<file path="config.mk">
export PLATFORM = sky130hd
export DESIGN_NAME = eth_tlptap_arb
export DESIGN_NICKNAME = d
export VERILOG_FILES = /design/src/rtl/eth_tlptap_arb.sv
export SDC_FILE = /design/constraint.sdc
export NUM_CORES = 1
export LEC_CHECK = 0
export CAP_MARGIN = 20
export CORE_ASPECT_RATIO = 0.8
export CORE_MARGIN = 3
export CORE_UTILIZATION = 34
export DETAILED_ROUTE_END_ITERATION = 12
export PLACE_DENSITY_LB_ADDON = 0.3
export SYNTH_ARGS = -nofsm -noshare
export SYNTH_HDL_FRONTEND = slang
export SYNTH_SLANG_ARGS = --single-unit
</file>
<file path="constraint.sdc">
create_clock -name user_clk -period 2.58 [get_ports user_clk]
set_clock_uncertainty 0.1 [all_clocks]
set_input_delay 0.516 -clock user_clk [delete_from_list [all_inputs] [get_ports user_clk]]
set_output_delay 0.516 -clock user_clk [all_outputs]
set_load 0.02 [all_outputs]
</file>
<file path="src/rtl/eth_tlptap_arb.sv">
// rtl/eth_tlptap_arb.sv - packet-granular round-robin drain of two FWFT tap FIFOs onto one 64-bit TLP AXI-Stream
module eth_tlptap_arb #(
  parameter int C_DATA_WIDTH = 64,
  parameter int ENTRY_WIDTH  = 81,
  parameter int CNT_WIDTH    = 32
) (
  input  logic                    user_clk,
  input  logic                    user_reset,
  output logic                    rd_en0,
  output logic                    rd_en1,
  input  logic [ENTRY_WIDTH-1:0]  dout0,
  input  logic [ENTRY_WIDTH-1:0]  dout1,
  input  logic                    empty0,
  input  logic                    empty1,
  output logic [C_DATA_WIDTH-1:0] m_axis_tdata,
  output logic [7:0]              m_axis_tkeep,
  output logic [7:0]              m_axis_tuser,
  output logic                    m_axis_tlast,
  output logic                    m_axis_tvalid,
  input  logic                    m_axis_tready
`ifdef TLPTAP_ARB_STATS_EN
  ,
  output logic [CNT_WIDTH-1:0]    pkt_cnt0,
  output logic [CNT_WIDTH-1:0]    pkt_cnt1
`endif
);

  typedef enum logic [1:0] {IDLE, XFER0, XFER1} state_t;

  state_t                 state_q, state_d;
  logic                   rr_last_q;
  logic [ENTRY_WIDTH-1:0] head;
  logic                   src_empty;
  logic                   load;
  logic                   pop_last;

  always_comb begin
    state_d   = state_q;
    head      = dout0;
    src_empty = 1'b1;
    case (state_q)
      XFER0: begin
        head      = dout0;
        src_empty = empty0;
      end
      XFER1: begin
        head      = dout1;
        src_empty = empty1;
      end
      default: begin
        if (!empty0 && (empty1 || rr_last_q))
          state_d = XFER0;
        else if (!empty1)
          state_d = XFER1;
      end
    endcase
    load     = !src_empty && (!m_axis_tvalid || m_axis_tready);
    rd_en0   = load && (state_q == XFER0);
    rd_en1   = load && (state_q == XFER1);
    pop_last = load && head[0];
    if (pop_last)
      state_d = IDLE;
  end

  always_ff @(posedge user_clk or posedge user_reset) begin
    if (user_reset) begin
      state_q       <= IDLE;
      rr_last_q     <= 1'b1;
      m_axis_tdata  <= '0;
      m_axis_tkeep  <= '0;
      m_axis_tuser  <= '0;
      m_axis_tlast  <= 1'b0;
      m_axis_tvalid <= 1'b0;
    end else begin
      state_q <= state_d;
      if (pop_last)
        rr_last_q <= (state_q == XFER1);
      if (load) begin
        m_axis_tdata  <= head[C_DATA_WIDTH+8:9];
        m_axis_tkeep  <= head[C_DATA_WIDTH+16:C_DATA_WIDTH+9];
        m_axis_tuser  <= head[8:1];
        m_axis_tlast  <= head[0];
        m_axis_tvalid <= 1'b1;
      end else if (m_axis_tready) begin
        m_axis_tvalid <= 1'b0;
      end
    end
  end

`ifdef TLPTAP_ARB_STATS_EN
  always_ff @(posedge user_clk or posedge user_reset) begin
    if (user_reset) begin
      pkt_cnt0 <= '0;
      pkt_cnt1 <= '0;
    end else if (pop_last) begin
      if (state_q == XFER1)
        pkt_cnt1 <= pkt_cnt1 + CNT_WIDTH'(1);
      else
        pkt_cnt0 <= pkt_cnt0 + CNT_WIDTH'(1);
    end
  end
`endif

endmodule

</file>
; Yosys cells after proc, flatten, opt, wreduce, memory -nomap -nowiden
; Cells that the tools add are included.
[classes]
reduce_logical = 13
muxes = 8
n_eq_ne = 4
[op_table]
columns = operator, count
row1 = $mux 81, 1
row2 = $mux 2, 4
row3 = $logic_and 1x1->1, 5
row4 = $logic_not 1->1, 3
row5 = $ne 3x1->1 const B, 1
row6 = $eq 2x1->1 const B, 1
row7 = $eq 2x2->1 const B, 1
row8 = $logic_or 1x1->1, 2
row9 = $mux 1, 2
row10 = $ne 2x1->1 const B, 1
row11 = $pmux 1 s2, 1
row12 = $reduce_and 2->1, 1
row13 = $reduce_bool 2->1, 1
row14 = $reduce_or 2->1, 1
[totals]
word_cells = 32
inputBits = 167
ff_bits = 85
out_inout_bits = 84

; Longest topological paths before layout
[depth]
ltp_word = 7
depth_mapped = 7
ltp_nobuf = 5

; Least setup slack after synthesis
; Ideal clock, no wire load.
[synth_path]
path_type = reg2out
startpoint = register state_q[0]
endpoint = output port rd_en0
path_buffers = 2
stages_incl_launch_ff = 8
required_ns = 1.964
path_slack_ns = 0.150
t_arrival_ns = 1.814
cell_sequence = dfrtp_1 > inv_1 > ha_1 > a221o_1 > or2_1 > buf_6 > buf_2 > nor2_1
[synth_via]
elab_chain_cells = 5
word_cells_on_any_way = 6
classes_between = 2 x eq/ne / 1 x mux / 3 x reduce/logical
[synth_lines]
columns = element, line
row1 = from (decl), 30  ; state_t state_q, state_d;
row2 = from (signal assigned), 75  ; state_q <= state_d;
row3 = $eq 2x2->1 or $eq 2x1->1 (tied branches), "41, 58"
row4 = $pmux 1 s2, 41  ; case (state_q)
row5 = $logic_not 1->1, 57  ; load = !src_empty && (!m_axis_tvalid || m_axis_tready);
row6 = $logic_and 1x1->1, 57
row7 = $logic_and 1x1->1 (*), 58  ; rd_en0 = load && (state_q == XFER0);
row8 = to (decl), 9  ; output logic rd_en0,
; Mark *: on every way between the ends. The rest lies on a longest branch, timed or not.

; Worst setup path after layout
[layout_path]
startpoint = register state_q[1]
endpoint = output port rd_en1
[layout_via]
elab_chain_cells = 5
word_cells_on_any_way = 6
classes_between = 2 x eq/ne / 1 x mux / 3 x reduce/logical
[layout_lines]
columns = element, line
row1 = $eq 2x2->1 or $eq 2x1->1 (tied branches), "41, 59"
row2 = $pmux 1 s2, 41
row3 = $logic_not 1->1, 57
row4 = $logic_and 1x1->1, 57
row5 = $logic_and 1x1->1 (*), 59  ; rd_en1 = load && (state_q == XFER1);
row6 = to (decl), 10  ; output logic rd_en1,
; Marks and branches as above.

==> results.sh <==
export IMPL_max_cap_violations=0
export IMPL_netlist_area_leader_share_pct=51.8
export IMPL_cp_arrival_ps=1860
export IMPL_initialDrtViolationCount=213
export IMPL_cts_sinks=85
export IMPL_synth_top_cells_by_area="dfrtp_1, mux2i_1, o21ai_0"
export IMPL_antenna_diode_count=0
export IMPL_syn_area_per_cell_um2=10.5
export IMPL_ys_seq_area_share_pct=52.5
export IMPL_grt_use_total_pct=18.1
export IMPL_antenna_found_initial=0
export IMPL_n_fill_cell=979
export IMPL_syn2layout_area_growth_pct=73.8
export IMPL_netlist_instances=388
export IMPL_numPortBuffers=250
export IMPL_yosys_warnings=0
export IMPL_vias_per_cell=4.94
export IMPL_top_layer="met4"
export IMPL_htree_num_levels=3
export IMPL_crit_type="reg -> out"
export IMPL_cp_max_fo=3
export IMPL_routedWlPerCell_um=16.1
export IMPL_startpoint="state_q[1]"
export IMPL_tns_ps=0
export IMPL_setup_violations=0
export IMPL_hp_class="reg -> reg"
export IMPL_multi_input_area_um2=1770
export IMPL_drive_gt1_share_pct=5.27
export IMPL_met3_length_um=1220
export IMPL_clock_fmax_mhz=403
export IMPL_dp_hpwl_um=9210
export IMPL_holdBufCountCts=0
export IMPL_min_from="m_axis_tlast"
export IMPL_cts_inserted_buffers=9
export IMPL_path_clk_slew_ps=60
export IMPL_syn_nets=557
export IMPL_synth_area_um2=4060
export IMPL_ant_nets=0
export IMPL_relSlewSlack_pct=46.9
export IMPL_hold_viol_final=0
export IMPL_die_h_um=104
export IMPL_end_kind="output port"
export IMPL_die_w_um=128
export IMPL_placed_cells=760
export IMPL_fin_nets=792
export IMPL_rsz0062_at_grt="false"
export IMPL_r2r_start="state_q[0]"
export IMPL_final_cells=774
export IMPL_wl_met2_um=6360
export IMPL_grt_pass1_vias=3993
export IMPL_power_mw=8.79
export IMPL_drv_slew=0
export IMPL_overflow=0
export IMPL_die_area_um2=13300
export IMPL_floorplan_rows=35
export IMPL_drt_pass1_iter_count=4
export IMPL_io_pins=251
export IMPL_routedLengthMet1_um=4810
export IMPL_regToRegSetupSlack_ps=290
export IMPL_fin_crit_sh_pct=96.1
export IMPL_hold_ws_ps=376
export IMPL_clock_latency_ps=320
export IMPL_worstPathRequired_ps=1960
export IMPL_r2r_end="state_q[1]"
export IMPL_place_congestion=0.701
export IMPL_initial_core_util_pct=35.1
export IMPL_clock_path_buffers=2
export IMPL_cts_tree="built"
export IMPL_synth_top_area_cell="dfrtp_1"
export IMPL_rr_worst_depth=7
export IMPL_pwr_density_cell_nw_per_um2=1250
export IMPL_startpoint_type="flop"
export IMPL_drc=0
export IMPL_ir_worst_vdd_v=0.000862
export IMPL_grt_pass1_wl_um=19600
export IMPL_period_needed_ps=2480
export IMPL_regArea_um2=2130
export IMPL_grt_max_degree=84
export IMPL_ys_types=23
export IMPL_routed_wl_um=12500
export IMPL_via_count=3820
export IMPL_core_um2=11600
export IMPL_ys_seq_elements=85
export IMPL_tightest_slew_ps=796
export IMPL_crit_end="rd_en1"
export IMPL_cts_root_buf="clkbuf_16"
export IMPL_outcome="complete, no violations"
export IMPL_cellLeakagePower_nw=2.78
## layer usage
layer,vias to the layer above,track usage (%)
li1,1863,-
met1,1788,21.3
met2,163,31.9
met3,6,6.39
met4,0,3.71
met5,-,0
## cell families (layout without fill, tap and decap cells)
group                    Yosys count  count (layout)  share of synthesized area [%]
AO/OA/AOI/OAI                    167             167                           21.0
multiplexers                      81              81                           20.0
buffers and inverters             42             280                           4.47
AND/OR/NAND/NOR                   11              11                           1.39
adder cells (fa/ha/maj)            2               2                          0.617
flip-flops                        85              85                           52.5
## sequential cells by signal, indices dropped and copies added, names as in the netlist
register,flops
rr_last_q,1
m_axis_tdata,64
m_axis_tkeep,8
m_axis_tlast,1
m_axis_tvalid,1
state_q,2
m_axis_tuser,8
## metrics by stage
stage | util, % | cell area (um2) | setup WS (ps)
2_1_floorplan | - | 4060 | 150
3_3_place_gp | 58.0 | 6710 | -397
3_5_place_dp | 58.0 | 6710 | -415
4_1_cts | 60.9 | 7040 | 8.64
5_1_grt | 61.0 | 7050 | 10.8
6_report | 61.0 | 7050 | 101
## synth_stat cells
cell      number
o22a_1         1
nor3_1         3
nand2b_1       1
o21ai_0      112
mux2i_1       81
nor3b_1        1
a21oi_1        2
ha_1           2
clkbuf_1      22
nor2b_1        1
nor2_1         3
dfstp_2        1
buf_6          1
or2_1          1
a21boi_0       1
dfrtp_1       84
o21ai_1       48
a211o_1        1
nand2_1        1
a221o_1        1
a21o_1         1
inv_1          6
buf_2         13
## report_power, final
part	total (mW)	switching [mW]	internal, mW
registers	2.35	0.313	2.04
logic	5.00	2.79	2.21
clock network	1.44	0.476	0.961
total	8.79	3.57	5.22
## final cells by class
| type | count | share of cell area (%) |
|---|---|---|
| Timing Repair Buffer | 260 | 36.9 |
| Sequential cell | 85 | 30.2 |
| Multi-Input combinational cell | 261 | 25.1 |
| Clock buffer | 10 | 3.39 |
| Tap cell | 148 | 2.63 |
| Clock inverter | 4 | 1.38 |
| Inverter | 6 | 0.373 |
## repair_timing
| item | 4_1_cts | 5_1_grt |
|---|---|---|
| resized for setup | 8 | 5 |
| endpoints found under the hold margin | 0 | 0 |
| pin swaps | 0 | 0 |
| setup endpoints to repair | 2 | 4 |
| buffers inserted | 0 | 0 |
## worst max-delay path, stage by stage, from the launching register on
cell and delay [ps]:
dfrtp_1 410, inv_1 60, ha_1 190, a221o_2 390, or2_4 250, nor2_1 90, buf_4 140
## worst min-delay path by stage
stage,to,slack [ps],depth (start not counted)
after global placement,m_axis_tlast,370,1
after floorplan,state_q[1],470,2
final,m_axis_tlast,380,1
after detailed placement,m_axis_tlast,370,1
after CTS,m_axis_tlast,380,1
after global routing,m_axis_tlast,400,1
## cells in the final DEF (no fill, tap or decap)
cell and instances:
a211o_1 1, a21boi_0 1, a21o_1 1, a21oi_1 2
a221o_2 1, buf_12 2, buf_4 9, buf_6 1
bufinv_16 3, clkbuf_16 9, clkbuf_8 1, clkdlybuf4s50_1 248
clkinvlp_4 2, dfrtp_1 84, dfstp_2 1, ha_1 1
ha_4 1, inv_1 5, mux2i_1 81, nand2_1 1
nand2b_1 1, nor2_1 2, nor2_2 1, nor2b_4 1
nor3_1 3, nor3b_1 1, o21ai_0 112, o21ai_1 48
o22a_1 1, or2_4 1
(Power assumes the default switching activity.)
